===== config.mk =====
export PLATFORM = sky130hd
export DESIGN_NAME = fifo_burst_reader_flat
export DESIGN_NICKNAME = d
export VERILOG_FILES = /design/src/rtl/fifo_burst_reader_if.sv /design/src/rtl/fifo_burst_reader.sv /design/src/flat_wrapper.sv
export SDC_FILE = /design/constraint.sdc
export NUM_CORES = 1
export LEC_CHECK = 0
export ABC_AREA = 1
export CAP_MARGIN = 20
export CORE_MARGIN = 5
export CORE_UTILIZATION = 30
export CTS_CLUSTER_DIAMETER = 200
export DETAILED_ROUTE_END_ITERATION = 7
export GPL_ROUTABILITY_DRIVEN = 0
export SYNTH_ARGS = -nofsm -noshare
export SYNTH_HDL_FRONTEND = slang
export SYNTH_SLANG_ARGS = --single-unit

===== constraint.sdc =====
create_clock -name clk -period 3.7 [get_ports clk]
set_input_delay 0.555 -clock clk [delete_from_list [all_inputs] [get_ports clk]]
set_output_delay 0.555 -clock clk [all_outputs]
set_load 0.03 [all_outputs]

===== src/rtl/fifo_burst_reader_if.sv =====
// Bus bundle between the burst reader, its upstream synchronous FIFO and the
// downstream beat consumer. The reader uses the master modport; the FIFO and
// the consumer (or a bench) use the slave modport.
interface fifo_burst_reader_if #(
   parameter int WIDTH = 8,
   parameter int DEPTH = 128
);
   localparam int CW = $clog2(DEPTH) + 1;

   logic             fifo_rd_en;
   logic [WIDTH-1:0] fifo_rd_data;
   logic             fifo_empty;
   logic [CW-1:0]    fifo_data_cnt;
   logic             m_valid;
   logic             m_ready;
   logic [WIDTH-1:0] m_data;
   logic             m_last;

   modport master (
      output fifo_rd_en, m_valid, m_data, m_last,
      input  fifo_rd_data, fifo_empty, fifo_data_cnt, m_ready
   );

   modport slave (
      input  fifo_rd_en, m_valid, m_data, m_last,
      output fifo_rd_data, fifo_empty, fifo_data_cnt, m_ready
   );
endinterface


===== src/rtl/fifo_burst_reader.sv =====
// Burst reader: waits until the upstream FIFO holds a full burst (or a partial
// burst has sat idle for TIMEOUT cycles), then pops exactly blen entries and
// streams them out through a 2-entry skid buffer with m_last on the final beat.
module fifo_burst_reader #(
   parameter int WIDTH     = 8,
   parameter int DEPTH     = 128,
   parameter int BURST_LEN = 16,
   parameter int TIMEOUT   = 64
) (
   input  logic                       clk,
   input  logic                       rst_n,
   fifo_burst_reader_if.master        bus,
   output logic                       busy
);
   localparam int CW = $clog2(DEPTH) + 1;
   localparam int BW = $clog2(BURST_LEN) + 1;
   localparam int TW = (TIMEOUT > 0) ? $clog2(TIMEOUT + 1) : 1;

   localparam logic [CW-1:0] FULL_CNT  = CW'(BURST_LEN);
   localparam logic [BW-1:0] FULL_BLEN = BW'(BURST_LEN);
   localparam logic [TW-1:0] TO_LIM    = TW'(TIMEOUT);

   typedef enum logic {IDLE, BURST} state_t;

   state_t            state, state_nxt;
   logic [TW-1:0]     idle_cnt;
   logic [BW-1:0]     blen;
   logic [BW-1:0]     issued;
   logic [BW-1:0]     delivered;

   // Pop issued last cycle: its data lands on fifo_rd_data this cycle.
   logic              rd_vld_p1;
   logic              rd_last_p1;

   logic [WIDTH-1:0]  sb_data [2];
   logic              sb_last [2];
   logic              sb_wr_ptr;
   logic              sb_rd_ptr;
   logic [1:0]        sb_cnt;

   logic              rd_en;
   logic              out_vld;
   logic              out_last;
   logic              accept;
   logic              full_go;
   logic              part_go;
   logic              start;
   logic [1:0]        occ;

   assign out_vld  = (sb_cnt != 2'd0);
   assign out_last = out_vld && sb_last[sb_rd_ptr];
   assign accept   = out_vld && bus.m_ready;

   assign full_go  = (bus.fifo_data_cnt >= FULL_CNT);
   assign part_go  = (TIMEOUT != 0) && (bus.fifo_data_cnt != '0) && (idle_cnt == TO_LIM);

   // Slots that will be taken once the beat leaving this cycle is gone; the
   // departing beat frees its slot so a pop can be issued every cycle.
   assign occ = sb_cnt - {1'b0, accept} + {1'b0, rd_vld_p1};

   assign bus.fifo_rd_en = rd_en;
   assign bus.m_valid    = out_vld;
   assign bus.m_data     = sb_data[sb_rd_ptr];
   assign bus.m_last     = out_last;

   // State register.
   always_ff @(posedge clk or negedge rst_n) begin
      if (!rst_n) state <= IDLE;
      else        state <= state_nxt;
   end

   // Next-state decode, pop request and busy flag.
   always_comb begin
      state_nxt = state;
      rd_en     = 1'b0;
      busy      = 1'b0;
      start     = 1'b0;
      case (state)
         IDLE: begin
            if (full_go || part_go) begin
               state_nxt = BURST;
               start     = 1'b1;
            end
         end
         BURST: begin
            busy  = 1'b1;
            rd_en = (issued < blen) && !bus.fifo_empty && (occ < 2'd2);
            if (accept && out_last) state_nxt = IDLE;
         end
         default: state_nxt = IDLE;
      endcase
   end

   // Burst length latch, issue/deliver counters and the idle timeout counter.
   always_ff @(posedge clk or negedge rst_n) begin
      if (!rst_n) begin
         idle_cnt  <= '0;
         blen      <= '0;
         issued    <= '0;
         delivered <= '0;
      end else if (start) begin
         blen      <= full_go ? FULL_BLEN : BW'(bus.fifo_data_cnt);
         issued    <= '0;
         delivered <= '0;
         idle_cnt  <= '0;
      end else begin
         if (rd_en)  issued    <= issued + BW'(1);
         if (accept) delivered <= delivered + BW'(1);
         if (state == IDLE) begin
            if (bus.fifo_data_cnt == '0)
               idle_cnt <= '0;
            else if ((bus.fifo_data_cnt < FULL_CNT) && (idle_cnt != TO_LIM))
               idle_cnt <= idle_cnt + TW'(1);
         end
      end
   end

   // Read-latency stage: remember that a pop is in flight and whether it is the last beat.
   always_ff @(posedge clk or negedge rst_n) begin
      if (!rst_n) begin
         rd_vld_p1  <= 1'b0;
         rd_last_p1 <= 1'b0;
      end else begin
         rd_vld_p1  <= rd_en;
         rd_last_p1 <= rd_en && ((issued + BW'(1)) == blen);
      end
   end

   // Two-entry skid buffer holding returned beats until the consumer takes them.
   always_ff @(posedge clk or negedge rst_n) begin
      if (!rst_n) begin
         sb_data[0] <= '0;
         sb_data[1] <= '0;
         sb_last[0] <= 1'b0;
         sb_last[1] <= 1'b0;
         sb_wr_ptr  <= 1'b0;
         sb_rd_ptr  <= 1'b0;
         sb_cnt     <= 2'd0;
      end else begin
         if (rd_vld_p1) begin
            sb_data[sb_wr_ptr] <= bus.fifo_rd_data;
            sb_last[sb_wr_ptr] <= rd_last_p1;
            sb_wr_ptr          <= ~sb_wr_ptr;
         end
         if (accept) sb_rd_ptr <= ~sb_rd_ptr;
         sb_cnt <= sb_cnt + {1'b0, rd_vld_p1} - {1'b0, accept};
      end
   end
endmodule


===== src/flat_wrapper.sv =====
// flat-port wrapper written by rule: the top's interface ports become plain ports
module fifo_burst_reader_flat 
#(
   parameter int WIDTH     = 8,
   parameter int DEPTH     = 128,
   parameter int BURST_LEN = 16,
   parameter int TIMEOUT   = 64
)
  (clk, rst_n, busy, bus_fifo_rd_en, bus_m_valid, bus_m_data, bus_m_last, bus_fifo_rd_data, bus_fifo_empty, bus_fifo_data_cnt, bus_m_ready);
  fifo_burst_reader_if #(.WIDTH(WIDTH), .DEPTH(DEPTH)) bus_i ();
  input  logic clk;
  input  logic rst_n;
  output logic busy;
  output wire logic [$bits(bus_i.fifo_rd_en)-1:0] bus_fifo_rd_en;
  output wire logic [$bits(bus_i.m_valid)-1:0] bus_m_valid;
  output wire logic [$bits(bus_i.m_data)-1:0] bus_m_data;
  output wire logic [$bits(bus_i.m_last)-1:0] bus_m_last;
  input wire logic [$bits(bus_i.fifo_rd_data)-1:0] bus_fifo_rd_data;
  input wire logic [$bits(bus_i.fifo_empty)-1:0] bus_fifo_empty;
  input wire logic [$bits(bus_i.fifo_data_cnt)-1:0] bus_fifo_data_cnt;
  input wire logic [$bits(bus_i.m_ready)-1:0] bus_m_ready;
  assign bus_fifo_rd_en = bus_i.fifo_rd_en;
  assign bus_m_valid = bus_i.m_valid;
  assign bus_m_data = bus_i.m_data;
  assign bus_m_last = bus_i.m_last;
  assign bus_i.fifo_rd_data = bus_fifo_rd_data;
  assign bus_i.fifo_empty = bus_fifo_empty;
  assign bus_i.fifo_data_cnt = bus_fifo_data_cnt;
  assign bus_i.m_ready = bus_m_ready;
  fifo_burst_reader #(.WIDTH(WIDTH), .DEPTH(DEPTH), .BURST_LEN(BURST_LEN), .TIMEOUT(TIMEOUT)) u_core (.clk(clk), .rst_n(rst_n), .bus(bus_i), .busy(busy));
endmodule

==> run metrics <==
fin crit share=0.9349; TNS Setup=0 ns; Static Leak=about 0.0014 µW; FF-to-FF Start=u_core.sb_cnt[1]; mapped cell area=2203 µm²; CP Capture Point=bus_fifo_rd_en; syn nets=between 300 and 400; WS Path Type=input port to primary output; clock-pin slew on the worst setup and hold paths=0.09 ns; post-synthesis mux area share=0; die span in x=95.70 µm; Worst Path Arrival=2.90 ns; CP Cell Sequence=clkdlybuf4s50_1 > inv_1 > nor2_1 > ha_1 > inv_1 > ha_1 > inv_1 > nand2_1 > nand3b_1 > nand2_1 > nand4_1 > inv_1 > clkdlybuf4s50_1; Fin Clk Skew=0.01032 ns; Crit. End Element=primary output; Final Worst Setup Slack=0.2410 ns; dpl hpwl=~3.2 mm; vias in the first global route=1695; CP Data Required Time=3.14 ns; xor/xnor share of the synthesized area=0.03180; clk buf depth=2; register area share after synthesis=0.4770; crit path max-delay cell type=clkdlybuf4s50_1; post-CTS setup buffers=0; largest net degree at the start of global routing=43; Initial DRC Count=84; Post-Synth Adder-Cell Area=0.05679; Ys Warns=0; Ports=32; Max VDD drop=0.1895 mV; input/output buffers=31; Setup crit start=bus_m_ready; Worst R2R Path Depth=13; mean post-synth cell area=~7.9 µm²; Synth-to-Final Area Change=22.71%; initial antenna violation count=0; Unique masters post-synth=30; Final min period=3.459 ns; Synth Area in Simple Gates=0.2760; Reg2Reg Capture Point=u_core.issued[0]; CP max FO=2; PostCTS Resize Cnt=0; first-pass GRT wire length=7.776 mm; DIE AREA=around 9200 µm²; EDFF count, synth=0; post-route antenna net violation count=0; First-pass DRT Iterations=4; max-slew violations=0; register bit total from synthesis=42; Gate Count Post-Synth=278; Bufs and invs on worst path=6; Die Y=95.70 µm; via count=1774; DRC viols=0; fmax=about 0.29 GHz; Hold Fails Final Rpt=0; max incr delay on CP=0.68 ns; Root Buffer=clkbuf_8; HP Class=input port to asynchronous set/reset pin; initial core utilization=0.3054; CTS Sinks=42; top_reg_cell synth=dfrtp_1; Post-synth ARST share=1.000; status=finished, final reports clean; Synth Area in Compound Gates=0.06985; htree depth=2; layout cells sized above 1=0.05769; antenna cell count=0; clk_lat worst skew=0.30 ns; CTS tree=built; gr usage total=0.1078; vias per cell=about 4.3; largest family of logic cells by synthesized area=simple AND/OR/NAND/NOR gates; core area=7214 µm²; Slew @ Worst Pin=0.9461 ns; unrepaired setup endpoints after global routing=false; gr ovfl total=0; Slew HR=0.3693; final WL=4.515 mm; Placement Setup Slack=0.2341 ns; MaxCap Viol Count=0; WL/cell=10.99 µm; Post-CTS Hold Buffers=0; critical path's top delay family=buffers and inverters; Setup violations, final=0; pwr/cell area=758.0 nW/µm²; # nets final=341; CP Launch Type=input port; Worst path most repeated cell=inv_1; FF-to-FF setup slack=1.68 ns; row count=31; cts bufs inserted=5; Levels on crit path=13
[report_power, final]
| group | internal, µW | switching (µW) |
|---|---|---|
| registers | 620 | 144 |
| clock network | 199 | 161 |
| logic | 371 | 554 |
| total | 1190 | 860 |
[cell usage in the layout, fill, tap and decap left out, types with 2 or more instances in the layout]
master | Yosys | final
dfrtp_1 | 42 | 42
clkinv_2 | 0 | 2
nor3_1 | 2 | 2
nand3_1 | 20 | 20
nand2_1 | 92 | 92
nor2_1 | 16 | 16
clkdlybuf4s50_1 | 0 | 30
nor2_2 | 2 | 2
clkbuf_8 | 0 | 5
xor2_1 | 7 | 7
nor3b_1 | 2 | 2
o21ai_0 | 26 | 26
inv_1 | 38 | 38
ha_1 | 10 | 10
[worst min path at each step]
stage / startpoint / end / slack [ns] / cells after the start
after global routing: rst_n / u_core.sb_last[1] / 0.48 / 1
final: rst_n / u_core.sb_last[1] / 0.40 / 1
after CTS: rst_n / u_core.sb_data[15] / 0.43 / 1
after global placement: u_core.sb_data[14] / u_core.sb_data[14] / 0.47 / 2
after floorplan: rst_n / u_core.blen[0] / 0.26 / 0
after detailed placement: u_core.sb_data[15] / u_core.sb_data[15] / 0.47 / 2
[cell usage after synthesis (2+ instances only)]
master | n | area [µm²]
nor2_2 | 2 | 12.51
nor3_1 | 2 | 10.01
inv_1 | 38 | 142.6
o21ai_0 | 26 | 130.1
xor2_1 | 7 | 61.31
dfrtp_1 | 42 | 1051
buf_2 | 3 | 15.01
nand3_1 | 20 | 100.1
ha_1 | 10 | 125.1
nor3b_1 | 2 | 15.01
nor2_1 | 16 | 60.06
nand2_1 | 92 | 345.3
[logic make-up after synthesis]
kind of cell	after synthesis
AO/OA/AOI/OAI	30
XOR/XNOR	8
adder cells (fa/ha/maj)	10
buffers and inverters	46
flip-flops	42
AND/OR/NAND/NOR	142
[metrics by stage]
stage          total power [µW]  hold slack (ns)    util  instance area, µm²  std cells
2_1_floorplan              1385           0.2594       -                2203        278
3_3_place_gp               1688           0.4662  0.3597                2595        403
3_5_place_dp               1709           0.4735  0.3597                2595        403
4_1_cts                    2081           0.4321  0.3748                2704        411
5_1_grt                    2235           0.4790  0.3748                2704        411
6_report                   2050           0.4045  0.3748                2704        411
[metal layers]
| metal | global-route usage | up-vias | share of wire | routed length [µm] |
|---|---|---|---|---|
| li1 | - | 928 | - | - |
| met1 | 0.1398 | 808 | 0.47 | 2132 |
| met2 | 0.1766 | 33 | 0.46 | 2067 |
| met3 | 0.02893 | 5 | 0.056 | 254 |
| met4 | 0.03081 | 0 | 0.014 | 61 |
| met5 | 0 | - | 0 | 0 |
[flip-flops by register name, indices dropped and copies added, names as in the netlist, 2 cells and up]
name             flops
u_core.blen          5
u_core.sb_data      16
u_core.idle_cnt      7
u_core.sb_last       2
u_core.sb_cnt        2
u_core.issued        5
[area by class of cell]
class,count,area [µm²]
Clock buffer,5,68.82
Clock inverter,3,40.04
Fill cell,764,4511
Inverter,40,150.1
Multi-Input combinational cell,190,957.2
Sequential cell,42,1051
Tap cell,99,123.9
Timing Repair Buffer,32,312.8
Power figures use the tool's default switching activity.
